$ cat src/rtl/operand_mux_reg.sv
// ============================================================================
// Module      : operand_mux_reg
// Description : Registered N:1 operand selector with valid/ready handshake.
//               One of NUM_IN WIDTH-bit sources is captured per accepted
//               request and held in an output register until the consumer
//               takes it. An out-of-range select picks the last source and
//               raises sel_err alongside the data.
//               Optional build macro OPERAND_MUX_SCAN_EN adds a 'scan' input
//               that steps an internal round-robin pointer instead of using
//               sel.
// Revision    : 1.0 - initial release
// ============================================================================
`default_nettype none

module operand_mux_reg #(
  parameter int WIDTH  = 16,
  parameter int NUM_IN = 6,
  parameter int SEL_W  = 3
) (
  input  logic                    clk,
  input  logic                    rst,
`ifdef OPERAND_MUX_SCAN_EN
  input  logic                    scan,
`endif
  input  logic [NUM_IN*WIDTH-1:0] in_bus,
  input  logic [SEL_W-1:0]        sel,
  input  logic                    req_valid,
  output logic                    req_ready,
  output logic [WIDTH-1:0]        out_data,
  output logic                    out_valid,
  input  logic                    out_ready,
  output logic                    sel_err,
  output logic [SEL_W-1:0]        cur_sel
);

  // One extra bit so NUM_IN == 2**SEL_W still compares correctly.
  localparam logic [SEL_W:0]   C_NUM_IN_EXT = (SEL_W+1)'(NUM_IN);
  localparam logic [SEL_W-1:0] C_LAST_IDX   = SEL_W'(NUM_IN - 1);

  typedef enum logic [0:0] {
    ST_EMPTY = 1'b0,
    ST_FULL  = 1'b1
  } state_t;

  state_t             state_q, state_d;
  logic [WIDTH-1:0]   data_q, data_d;
  logic               sel_err_q, sel_err_d;
  logic [SEL_W-1:0]   cur_sel_q, cur_sel_d;

  logic               accept;
  logic               drain;
  logic [SEL_W-1:0]   idx;
  logic               idx_err;
  logic [WIDTH-1:0]   mux_data;

`ifdef OPERAND_MUX_SCAN_EN
  logic [SEL_W-1:0]   ptr_q, ptr_d;
`endif

  assign out_valid = (state_q == ST_FULL);
  assign out_data  = data_q;
  assign sel_err   = sel_err_q;
  assign cur_sel   = cur_sel_q;

  // Handshake: a slot is free when empty or when the held operand leaves now.
  always_comb begin
    req_ready = (state_q == ST_EMPTY) | out_ready;
    accept    = req_valid & req_ready;
    drain     = out_valid & out_ready;
  end

  // Resolve the effective source index; out-of-range selects fall to the last source.
  always_comb begin
    if ({1'b0, sel} < C_NUM_IN_EXT) begin
      idx     = sel;
      idx_err = 1'b0;
    end else begin
      idx     = C_LAST_IDX;
      idx_err = 1'b1;
    end
`ifdef OPERAND_MUX_SCAN_EN
    if (scan) begin
      idx     = ptr_q;
      idx_err = 1'b0;
    end
`endif
  end

  // N:1 source mux on the resolved index (always in range here).
  always_comb begin
    mux_data = '0;
    for (int k = 0; k < NUM_IN; k++) begin
      if (idx == SEL_W'(k)) begin
        mux_data = in_bus[k*WIDTH +: WIDTH];
      end
    end
  end

  // Next-state and load logic for the single output stage.
  always_comb begin
    state_d   = state_q;
    data_d    = data_q;
    sel_err_d = sel_err_q;
    cur_sel_d = cur_sel_q;

    case (state_q)
      ST_EMPTY: begin
        if (accept) begin
          state_d = ST_FULL;
        end
      end
      ST_FULL: begin
        if (drain && !accept) begin
          state_d = ST_EMPTY;
        end
      end
      default: state_d = ST_EMPTY;
    endcase

    // Data is only replaced on accept; after a drain it is left untouched.
    if (accept) begin
      data_d    = mux_data;
      sel_err_d = idx_err;
      cur_sel_d = idx;
    end
  end

`ifdef OPERAND_MUX_SCAN_EN
  // Round-robin pointer advances only on scan accepts and wraps at the last source.
  always_comb begin
    ptr_d = ptr_q;
    if (accept && scan) begin
      if (ptr_q == C_LAST_IDX) begin
        ptr_d = '0;
      end else begin
        ptr_d = ptr_q + 1'b1;
      end
    end
  end

  // Scan pointer register.
  always_ff @(posedge clk or posedge rst) begin
    if (rst) begin
      ptr_q <= '0;
    end else begin
      ptr_q <= ptr_d;
    end
  end
`endif

  // Output stage registers; reset drops any held operand.
  always_ff @(posedge clk or posedge rst) begin
    if (rst) begin
      state_q   <= ST_EMPTY;
      data_q    <= '0;
      sel_err_q <= 1'b0;
      cur_sel_q <= '0;
    end else begin
      state_q   <= state_d;
      data_q    <= data_d;
      sel_err_q <= sel_err_d;
      cur_sel_q <= cur_sel_d;
    end
  end

endmodule

`default_nettype wire

$ cat config.mk
export PLATFORM = sky130hd
export DESIGN_NAME = operand_mux_reg
export DESIGN_NICKNAME = d
export VERILOG_FILES = /design/src/rtl/operand_mux_reg.sv
export SDC_FILE = /design/constraint.sdc
export NUM_CORES = 1
export LEC_CHECK = 0
export CORE_ASPECT_RATIO = 1.2
export CORE_UTILIZATION = 35
export CTS_CLUSTER_DIAMETER = 150
export CTS_CLUSTER_SIZE = 8
export DETAILED_ROUTE_END_ITERATION = 8
export GPL_ROUTABILITY_DRIVEN = 0
export PLACE_DENSITY = 0.87
export SYNTH_ARGS = -nofsm -noshare
export SYNTH_HDL_FRONTEND = slang
export SYNTH_SLANG_ARGS = --single-unit
$ cat constraint.sdc
create_clock -name clk -period 3.3 [get_ports clk]
set_input_delay 0.66 -clock clk [delete_from_list [all_inputs] [get_ports clk]]
set_output_delay 0.66 -clock clk [all_outputs]
set_load 0.005 [all_outputs]
Yosys cells after proc, flatten, opt, wreduce, memory -nomap -nowiden
Index checks and enable logic that the tools add are counted.
{ "classes": {"bitwise_logic": 4, "eq_ne": 5, "reduce_logical": 3, "magnitude_cmp": 1, "n_mux": 11} }
{ "ops": {"columns": ["op", "count"], "rows": [
  ["$mux 16", 6],
  ["$eq 3x2->1 const B", 2],
  ["$eq 3x3->1 const B", 2],
  ["$eq 3x1->1 const B", 1],
  ["$logic_not 3->1", 1],
  ["$lt 3x3->1 const B", 1],
  ["$mux 1", 3],
  ["$mux 3", 1],
  ["$and 1x1->1", 2],
  ["$pmux 1 s2", 1],
  ["$logic_and 1x1->1", 1],
  ["$logic_not 1->1", 1],
  ["$not 1->1", 1],
  ["$or 1x1->1", 1]
]} }
{ "totals": {"regBits": 21, "out_inout_bits": 22} }

Longest topological paths before layout
Gate-level depths: netlist of run 1.
{ "logic_depth": {"depth_word": 9, "mapped_depth": 6} }

Worst setup path after synthesis of run 1
No wires, ideal clock.
{ "synth_timing": {"path_kind": "input port to flip-flop", "start": "in sel[0]", "end": "reg data_q[0], in the netlist out_data[0]", "n_path_buf": 3, "required_time_ps": 3166, "setup_time_ps": 134, "slack_ps": 1529, "cell_stages": 6, "arrival_ps": 1637, "path_cell_list": "buf_2 > or3b_1 > buf_2 > buf_6 > o22ai_1 > o31ai_1"} }
{ "synth_between": {"elab_chain_cells": 9} }
{ "synth_rtl": {"columns": ["item", "line_no", "rtl"], "rows": [
  ["start, declared", "26", "input logic [SEL_W-1:0] sel,"],
  ["$lt 3x3->1", "74", "if ({1'b0, sel} < C_NUM_IN_EXT) begin"],
  ["$mux 3 *", "74", null],
  ["$logic_not 3->1", "93", "if (idx == SEL_W'(k)) begin"],
  ["$mux 16 (5 in series)", "93", null],
  ["$mux 16 *", "93", null],
  ["end signal, assigned", "160", "data_q <= data_d;"],
  ["end, declared", "46", "logic [WIDTH-1:0] data_q, data_d;"]
]} }
Mark *: on every way between the ends. The rest lies on a longest branch, timed or not.
A chain may end at the register's enable or synchronous reset.

Worst setup path after layout of run 1
{ "layout_timing": {"start": "in out_ready", "end": "out req_ready"} }
{ "layout_between": {"elab_chain_cells": 1} }
{ "layout_rtl": {"columns": ["item", "line_no", "rtl"], "rows": [
  ["start, declared", "31", "input logic out_ready,"],
  ["$or 1x1->1", "67", "req_ready = (state_q == ST_EMPTY) | out_ready;"],
  ["end, declared", "28", "output logic req_ready,"]
]} }
No other way between the ends.

==> results of run 1 <==
[power breakdown]
group | internal, mW | switching (mW)
logic | 0.238 | 0.118
clock network | 0.0838 | 0.0760
registers | 0.297 | 0.0196
total | 0.619 | 0.213
[registers in the layout, indices dropped and copies added (netlist names)]
register   count
cur_sel        3
out_data      16
out_valid      1
sel_err        1
[metal layers]
metal / up-vias / global-route usage / part of all wire
met2: 79 / 0.440 / 0.56
met4: 0 / 0.0914 / 0.029
met3: 14 / 0.0458 / 0.047
met5: - / 0 / 0
li1: 824 / - / -
met1: 820 / 0.264 / 0.37
[tightest hold or removal path, stage by stage (launching register included)]
cell     delay [ps]
dfrtp_1         340
o21ai_0          80
o31ai_1          70
[area by class of cell]
| cell class | instances | area [µm²] |
|---|---|---|
| Clock buffer | 3 | 41.3 |
| Timing Repair Buffer | 127 | 1260 |
| Tap cell | 54 | 67.6 |
| Multi-Input combinational cell | 112 | 857 |
| Fill cell | 353 | 1230 |
| Sequential cell | 21 | 526 |
| Clock inverter | 1 | 5.00 |
| Inverter | 3 | 11.3 |
[per-stage QoR]
step	instance area [µm²]	util	setup WS [ps]	power [mW]	instances
global route	2770	0.692	211	0.879	321
global placement	2720	0.680	70.4	0.668	317
floorplan	1480	-	1530	0.447	153
CTS	2770	0.692	349	0.839	321
detailed placement	2720	0.680	-6.69	0.679	317
finish	2770	0.692	347	0.832	321
[cells in the final DEF, fill, tap and decap left out, types with 2 or more instances in the layout]
cell type,n
clkbuf_8,3
mux2_2,33
nand2_1,3
buf_4,3
inv_1,3
o21ai_1,2
clkdlybuf4s50_1,124
dfrtp_1,21
o22ai_1,32
o21ai_0,20
o31ai_1,16
[worst paths after layout]
check                                        start                       end
max reg2reg                    out_valid$_DFF_PP0_    cur_sel[2]$_DFFE_PP0P_
min reg2reg                out_data[3]$_DFFE_PP0P_   out_data[3]$_DFFE_PP0P_
max in group asynchronous                      rst  out_data[14]$_DFFE_PP0P_
max                                      out_ready                 req_ready
min in group asynchronous                      rst    cur_sel[2]$_DFFE_PP0P_
min                        out_data[3]$_DFFE_PP0P_   out_data[3]$_DFFE_PP0P_
[cells by family after synthesis]
kind of cell / after synthesis / synth area share
AOI/OAI and AO/OA: 72 / 0.300
muxes: 33 / 0.251
DFF: 21 / 0.355
buffers and inverters: 20 / 0.0684
and+or+nand+nor: 7 / 0.0262
==> run_results.csv, run 1 <==
group,metric,value,unit
cells_and_area,drive_gt1_frac,0.161,
sta,whs,518,ps
floorplanning,row_count,25,
synth,yosys_warnings,0,
sta,timing.fmax,0.339,GHz
route,drt_iter0_drc,59,
route,vias_per_cell,5.41,
worst_setup_path,path_delay_family,"buffers and inverters",
synth,syn_nets,256,
worst_setup_path,worstPathCellList,"clkdlybuf4s50_1 > nor2b_2 > inv_1 > clkdlybuf4s50_1",
synth,synth_edf_count,0,
global_routing,grt_max_degree,22,
worst_setup_path,cp.arrival,2290,ps
floorplanning,fp.dieArea,4500,µm²
worst_setup_path,cp_slowest_stage_delay,550,ps
worst_setup_path,r2r_slack,1340,ps
synth,synth_top_area_frac,0.355,
global_routing,antenna_found_initial,0,
clock_network,clockBufferDepth,2,
clock_network,cts_tree,"built",
sta,timing.setup.tns,0,ps
synth,syn_area_per_cell,9.68,µm²
sta,finalCritPeriodShare,0.895,
synth,yosysTopAreaCell,"dfrtp_1",
run,drv_cap,0,
clock_network,clock-sinks,21,
clock_network,post_cts.repair.setup_buffers,0,
worst_setup_path,worstPathRequired,2640,ps
clock_network,hold_buffers,0,
clock_network,cts-resized-gates,1,
worst_setup_path,reg2reg_depth,4,
synth,synth_area_leaders,"dfrtp_1, mux2_2, o22ai_1",
floorplanning,die_x,61.4,µm
floorplanning,io_pins,125,
sta,fin_crit,2950,ps
synth,yosysSeqAreaShare,0.355,
route,drc_errors,0,
floorplanning,core,4000,µm²
sta,tightest_slew,766,ps
min_path,hold_class,"flip-flop to flip-flop",
synth,async_flop_share,1.00,
worst_setup_path,critical_path_class,"input pin to output pin",
global_routing,grt_usage,0.239,
min_path,whs_path_depth,2,
worst_setup_path,cp.depth,4,
sta,rsz0062_at_grt,"false",
worst_setup_path,critPathMostFrequentCell,"clkdlybuf4s50_1",
route,drtAntennaViolNets,0,
synth,yosysMostFrequentCell,"mux2_2",
synth,ys_seq_elements,21,
floorplanning,die_h,73.3,µm
worst_setup_path,slowest_stage,"nor2b_2",
worst_setup_path,critPathBufInv,3,
sta,maxSlewViolCount,0,
synth,syn_inst,153,
power_and_ir_drop,leakage,1.04,nW
power_and_ir_drop,vdd_ir_drop_max,0.204,mV
floorplanning,start_util,0.370,
placed_design,place.detailed.hpwl,4210,µm
route,vias,1737,
route,wl_per_cell,16.2,µm
synth,yosys.cell_types.count,19,
global_routing,grt_pass1_wl,7940,µm
clock_network,insertion_delay,250,ps
cells_and_area,antenna_cells,0,
route,drtPass1Iterations,4,
cells_and_area,nNetsFinal,371,
worst_setup_path,startpoint_type,"input pin",
worst_setup_path,cp_max_fo,20,
sta,hold_viol,0,
sta,max_slew_margin,0.489,
outcome,outcome,"complete, no violations",
placed_design,io_buffers,124,
route,wirelength,5210,µm
clock_network,numCtsBuffers,3,
global_routing,grt-ovfl-total,0,
synth,synth_flop_cell,"dfrtp_1",
synth,synth_area,1480,µm²
sta,fin_skew,2.90,ps
global_routing,grt_pass1_vias,1798,
cells_and_area,area_growth,87.1,%
clock_network,root_buffer,"clkbuf_8",
clock_network,htreeDepth,1,
sta,setup_violations,0,
worst_setup_path,critPathCaptureType,"output pin",
synth,ys_top_cells_by_count,"mux2_2, o22ai_1, dfrtp_1, o21ai_0, o31ai_1",
power_and_ir_drop,power.density,300,nW/µm²
clock_network,cts.reportedPaths.clkPinSlew,70,ps
Power figures use the tool's default switching activity.
==> inputs of run 2 (changes only) <==
--- a/config.mk
+++ b/config.mk
@@ -5,7 +5,6 @@
 export SDC_FILE = /design/constraint.sdc
 export NUM_CORES = 1
 export LEC_CHECK = 0
-export CORE_ASPECT_RATIO = 1.2
 export CORE_UTILIZATION = 35
 export CTS_CLUSTER_DIAMETER = 150
 export CTS_CLUSTER_SIZE = 8
==> run_results.csv, run 2 (synthesis results as in run 1) <==
group,metric,value,unit
sta,fin_skew,3.99,ps
clock_network,root_buffer,"clkbuf_8",
clock_network,cts.reportedPaths.clkPinSlew,80,ps
sta,maxSlewViolCount,0,
floorplanning,core,4030,µm²
cells_and_area,nNetsFinal,371,
sta,timing.setup.tns,0,ps
placed_design,io_buffers,124,
route,vias,1717,
route,wl_per_cell,16.0,µm
floorplanning,die_h,67.1,µm
placed_design,placed_area,2730,µm²
power_and_ir_drop,vdd_ir_drop_max,0.168,mV
cells_and_area,fin_area,2780,µm²
power_and_ir_drop,leakage,1.05,nW
route,wirelength,5080,µm
cells_and_area,largest_reg_flops,16,
worst_setup_path,startpoint_type,"input pin",
floorplanning,fp.dieArea,4500,µm²
route,drc_errors,0,
global_routing,antenna_found_initial,0,
sta,timing.fmax,0.342,GHz
floorplanning,row_count,23,
global_routing,grt_pass1_wl,7770,µm
global_routing,grt-ovfl-total,0,
worst_setup_path,worstPathRequired,2640,ps
global_routing,grt_pass1_vias,1717,
sta,tightest_slew,807,ps
cells_and_area,layout.cells.non_filler,317,
outcome,outcome,"complete, no violations",
cells_and_area,postLayoutCoreUtil,0.690,
floorplanning,start_util,0.368,
cells_and_area,final_cell_mix,"clkdlybuf4s50_1, mux2_2, o22ai_1, dfrtp_1, o21ai_0",
global_routing,grt_usage,0.231,
cells_and_area,layout_commonest_cell,"clkdlybuf4s50_1",
cells_and_area,antenna_cells,0,
clock_network,clock-sinks,21,
sta,hold_viol,0,
sta,finalCritPeriodShare,0.887,
clock_network,post_cts.repair.setup_buffers,0,
global_routing,grt_max_degree,26,
clock_network,insertion_delay,260,ps
sta,fin_ws,373,ps
sta,fin_crit,2930,ps
sta,max_slew_margin,0.461,
cells_and_area,drive_gt1_frac,0.161,
clock_network,htreeDepth,1,
worst_setup_path,cp.arrival,2270,ps
placed_design,place.detailed.hpwl,4000,µm
placed_design,placed_cells,313,
floorplanning,io_pins,125,
worst_setup_path,critical_path_class,"input pin to output pin",
route,drt_iter0_drc,121,
floorplanning,die_x,67.1,µm
clock_network,cts_tree,"built",
run,drv_cap,0,
route,drtAntennaViolNets,0,
min_path,hold_class,"flip-flop to flip-flop",
sta,rsz0062_at_grt,"false",
clock_network,numCtsBuffers,3,
worst_setup_path,cp_max_fo,20,
worst_setup_path,critPathCaptureType,"output pin",
route,vias_per_cell,5.42,
placed_design,post-place-ws,50.0,ps
power_and_ir_drop,power.density,303,nW/µm²
clock_network,clockBufferDepth,2,
cells_and_area,area_growth,87.6,%
route,drtPass1Iterations,4,
sta,setup_violations,0,
-- run 2: cell count changes in the layout (fill, tap and decap cells not counted) --
| cell | previous run | this run |
|---|---|---|
| buf_12 | 0 | 1 |
| buf_4 | 3 | 2 |
-- run 2: worst max-delay path, cell delays in order --
cell	delay [ps]
clkdlybuf4s50_1	410
nor2b_2	540
inv_1	170
clkdlybuf4s50_1	480
-- run 2: worst paths after layout --
path | start | endpoint | slack [ps] | depth (start not counted)
setup / recovery | out_ready | req_ready | 370 | 4
hold / removal | out_data[7]$_DFFE_PP0P_ | out_data[7]$_DFFE_PP0P_ | 510 | 2
setup reg to reg | out_valid$_DFF_PP0_ | cur_sel[2]$_DFFE_PP0P_ | 1400 | 5
hold reg to reg | out_data[7]$_DFFE_PP0P_ | out_data[7]$_DFFE_PP0P_ | 510 | 2
max in group asynchronous | rst | out_data[10]$_DFFE_PP0P_ | 1950 | 2
min in group asynchronous | rst | out_valid$_DFF_PP0_ | 850 | 2
-- run 2: layer usage --
metal / vias up / GRT usage / wire length (µm)
met3: 10 / 0.0188 / 207
met4: 0 / 0.0931 / 126
met2: 65 / 0.416 / 2710
li1: 825 / - / -
met5: - / 0 / 0
met1: 817 / 0.277 / 2030
-- run 2: metrics by stage --
stage | power, mW | hold WS, ps
global route | 0.891 | 551
finish | 0.843 | 512
floorplan | 0.447 | 486
global placement | 0.670 | 478
detailed placement | 0.679 | 495
CTS | 0.846 | 518
-- run 2: area by class of cell --
type                       instances  area, µm²
clock buffer                       3       41.3
clock inverter                     1       5.00
fill                             327       1250
inverter                           3       11.3
multi-input combinational        112        857
sequential                        21        526
tap                               50       62.6
timing repair buffer             127       1280
-- run 2: repair_timing --
action	in CTS	in global routing
hold endpoints to repair	0	0
gates resized for setup	0	1
hold buffers	0	0
setup endpoints to repair	0	1
-- run 2: power by group --
group	internal (mW)	switching, mW
registers	0.297	0.0189
clock network	0.0841	0.0855
logic	0.240	0.118
total	0.621	0.222
==> inputs of run 3 (changes only) <==
--- a/config.mk
+++ b/config.mk
@@ -10,6 +10,7 @@
 export CTS_CLUSTER_SIZE = 8
 export DETAILED_ROUTE_END_ITERATION = 8
 export GPL_ROUTABILITY_DRIVEN = 0
+export GPL_TIMING_DRIVEN = 0
 export PLACE_DENSITY = 0.87
 export SYNTH_ARGS = -nofsm -noshare
 export SYNTH_HDL_FRONTEND = slang
==> run_results.csv, run 3 (synthesis results as in run 1) <==
group,metric,value,unit
worst_setup_path,cp.depth,4,
route,wl_per_cell,16.0,µm
floorplanning,row_count,23,
sta,timing.fmax,0.415,GHz
worst_setup_path,cp_slowest_stage_delay,500,ps
cells_and_area,area_growth,90.4,%
worst_setup_path,cp.arrival,1750,ps
global_routing,grt-ovfl-total,0,
floorplanning,die_h,67.1,µm
global_routing,met1_usage,0.294,
cells_and_area,largest_reg_flops,16,
worst_setup_path,path_delay_family,"buffers and inverters",
clock_network,htreeDepth,1,
worst_setup_path,worstPathCellList,"clkdlybuf4s50_1 > nor2b_1 > inv_1 > clkdlybuf4s50_1",
route,drc_errors,0,
clock_network,insertion_delay,250,ps
global_routing,met3_usage,0.0308,
min_path,hold_class,"flip-flop to flip-flop",
sta,fin_crit,2410,ps
clock_network,numCtsBuffers,3,
cells_and_area,postLayoutCoreUtil,0.700,
placed_design,placed_area,2780,µm²
clock_network,clockBufferDepth,2,
outcome,outcome,"complete, no violations",
run,drv_cap,0,
clock_network,root_buffer,"clkbuf_8",
sta,rsz0062_at_grt,"false",
sta,finalCritPeriodShare,0.731,
cells_and_area,fin_area,2820,µm²
worst_setup_path,critPathBufInv,3,
clock_network,cts_tree,"built",
global_routing,grt_max_degree,22,
global_routing,grt_pass1_wl,7880,µm
placed_design,io_buffers,123,
sta,tightest_slew,795,ps
sta,timing.setup.tns,0,ps
cells_and_area,drive_gt1_frac,0.179,
global_routing,grt_usage,0.239,
route,vias,1787,
worst_setup_path,slowest_stage,"clkdlybuf4s50_1",
global_routing,grt_pass1_vias,1714,
route,vias_per_cell,5.42,
placed_design,place.detailed.hpwl,4240,µm
power_and_ir_drop,leakage,1.07,nW
sta,max_slew_margin,0.470,
route,wirelength,5280,µm
clock_network,clock-sinks,21,
clock_network,hold_buffers,0,
min_path,whs_path_depth,2,
power_and_ir_drop,power.density,299,nW/µm²
cells_and_area,layout.cells.non_filler,330,
worst_setup_path,critPathCaptureType,"output pin",
sta,setup_violations,0,
power_and_ir_drop,finalPower,0.843,mW
worst_setup_path,worstPathRequired,2640,ps
floorplanning,core,4030,µm²
cells_and_area,final_cell_mix,"clkdlybuf4s50_1, mux2_2, o22ai_1, dfrtp_1, o21ai_0",
global_routing,top_usage_layer,"met2",
global_routing,antenna_found_initial,0,
route,drt_iter0_drc,99,
placed_design,post-place-ws,892,ps
clock_network,cts.reportedPaths.clkPinSlew,70,ps
global_routing,use_met2,0.408,
route,drtAntennaViolNets,0,
clock_network,post_cts.repair.setup_buffers,0,
clock_network,cts-resized-gates,0,
placed_design,placed_cells,326,
sta,hold_viol,0,
worst_setup_path,critPathMostFrequentCell,"clkdlybuf4s50_1",
sta,fin_skew,0.575,ps
worst_setup_path,r2r_slack,1750,ps
sta,whs,510,ps
floorplanning,io_pins,125,
cells_and_area,layout_commonest_cell,"clkdlybuf4s50_1",
sta,maxSlewViolCount,0,
power_and_ir_drop,vdd_ir_drop_max,0.205,mV
sta,fin_ws,888,ps
worst_setup_path,startpoint_type,"input pin",
cells_and_area,antenna_cells,0,
floorplanning,die_x,67.1,µm
floorplanning,start_util,0.368,
worst_setup_path,critical_path_class,"input pin to output pin",
worst_setup_path,cp_max_fo,3,
route,drtPass1Iterations,4,
worst_setup_path,reg2reg_depth,5,
floorplanning,fp.dieArea,4500,µm²
cells_and_area,nNetsFinal,384,
[run 3: cell count changes in the layout (fill, tap and decap cells not counted)]
| cell | before | now |
|---|---|---|
| buf_2 | 0 | 8 |
| clkbuf_1 | 0 | 6 |
| buf_12 | 1 | 0 |
| buf_6 | 0 | 1 |
| clkbuf_2 | 0 | 1 |
| clkdlybuf4s50_1 | 124 | 123 |
| clkinv_2 | 1 | 0 |
| nor2b_1 | 0 | 1 |
| nor2b_2 | 1 | 0 |
[run 3: area by class of cell]
class / instances / area (µm²)
multi-input combinational: 112 / 855
inverter: 3 / 11.3
clock buffer: 4 / 45.0
buffer: 17 / 90.1
timing repair buffer: 123 / 1230
sequential: 21 / 526
fill: 328 / 1210
tap: 50 / 62.6
[run 3: worst paths after layout]
check / startpoint / end
hold reg to reg: out_data[2]$_DFFE_PP0P_ / out_data[2]$_DFFE_PP0P_
hold / removal: out_data[2]$_DFFE_PP0P_ / out_data[2]$_DFFE_PP0P_
min in group asynchronous: rst / out_data[9]$_DFFE_PP0P_
max in group asynchronous: rst / out_data[3]$_DFFE_PP0P_
setup / recovery: out_ready / req_ready
setup reg to reg: out_valid$_DFF_PP0_ / out_data[6]$_DFFE_PP0P_
[run 3: layer usage]
| metal | part of all wire | wire length, µm | vias up |
|---|---|---|---|
| li1 | - | - | 851 |
| met1 | 0.40 | 2130 | 856 |
| met2 | 0.52 | 2740 | 68 |
| met3 | 0.049 | 260 | 12 |
| met4 | 0.029 | 152 | 0 |
| met5 | 0 | 0 | - |
[run 3: tightest hold or removal path: stages (launching register included)]
cell and delay [ps]:
dfrtp_1 340, o21ai_0 70, o31ai_1 60
[run 3: power breakdown]
group	switching (mW)	leakage [nW]	total, mW	internal [mW]
logic	0.122	0.794	0.364	0.242
clock network	0.0788	0.0228	0.165	0.0858
registers	0.0179	0.254	0.315	0.297
total	0.218	1.07	0.843	0.624
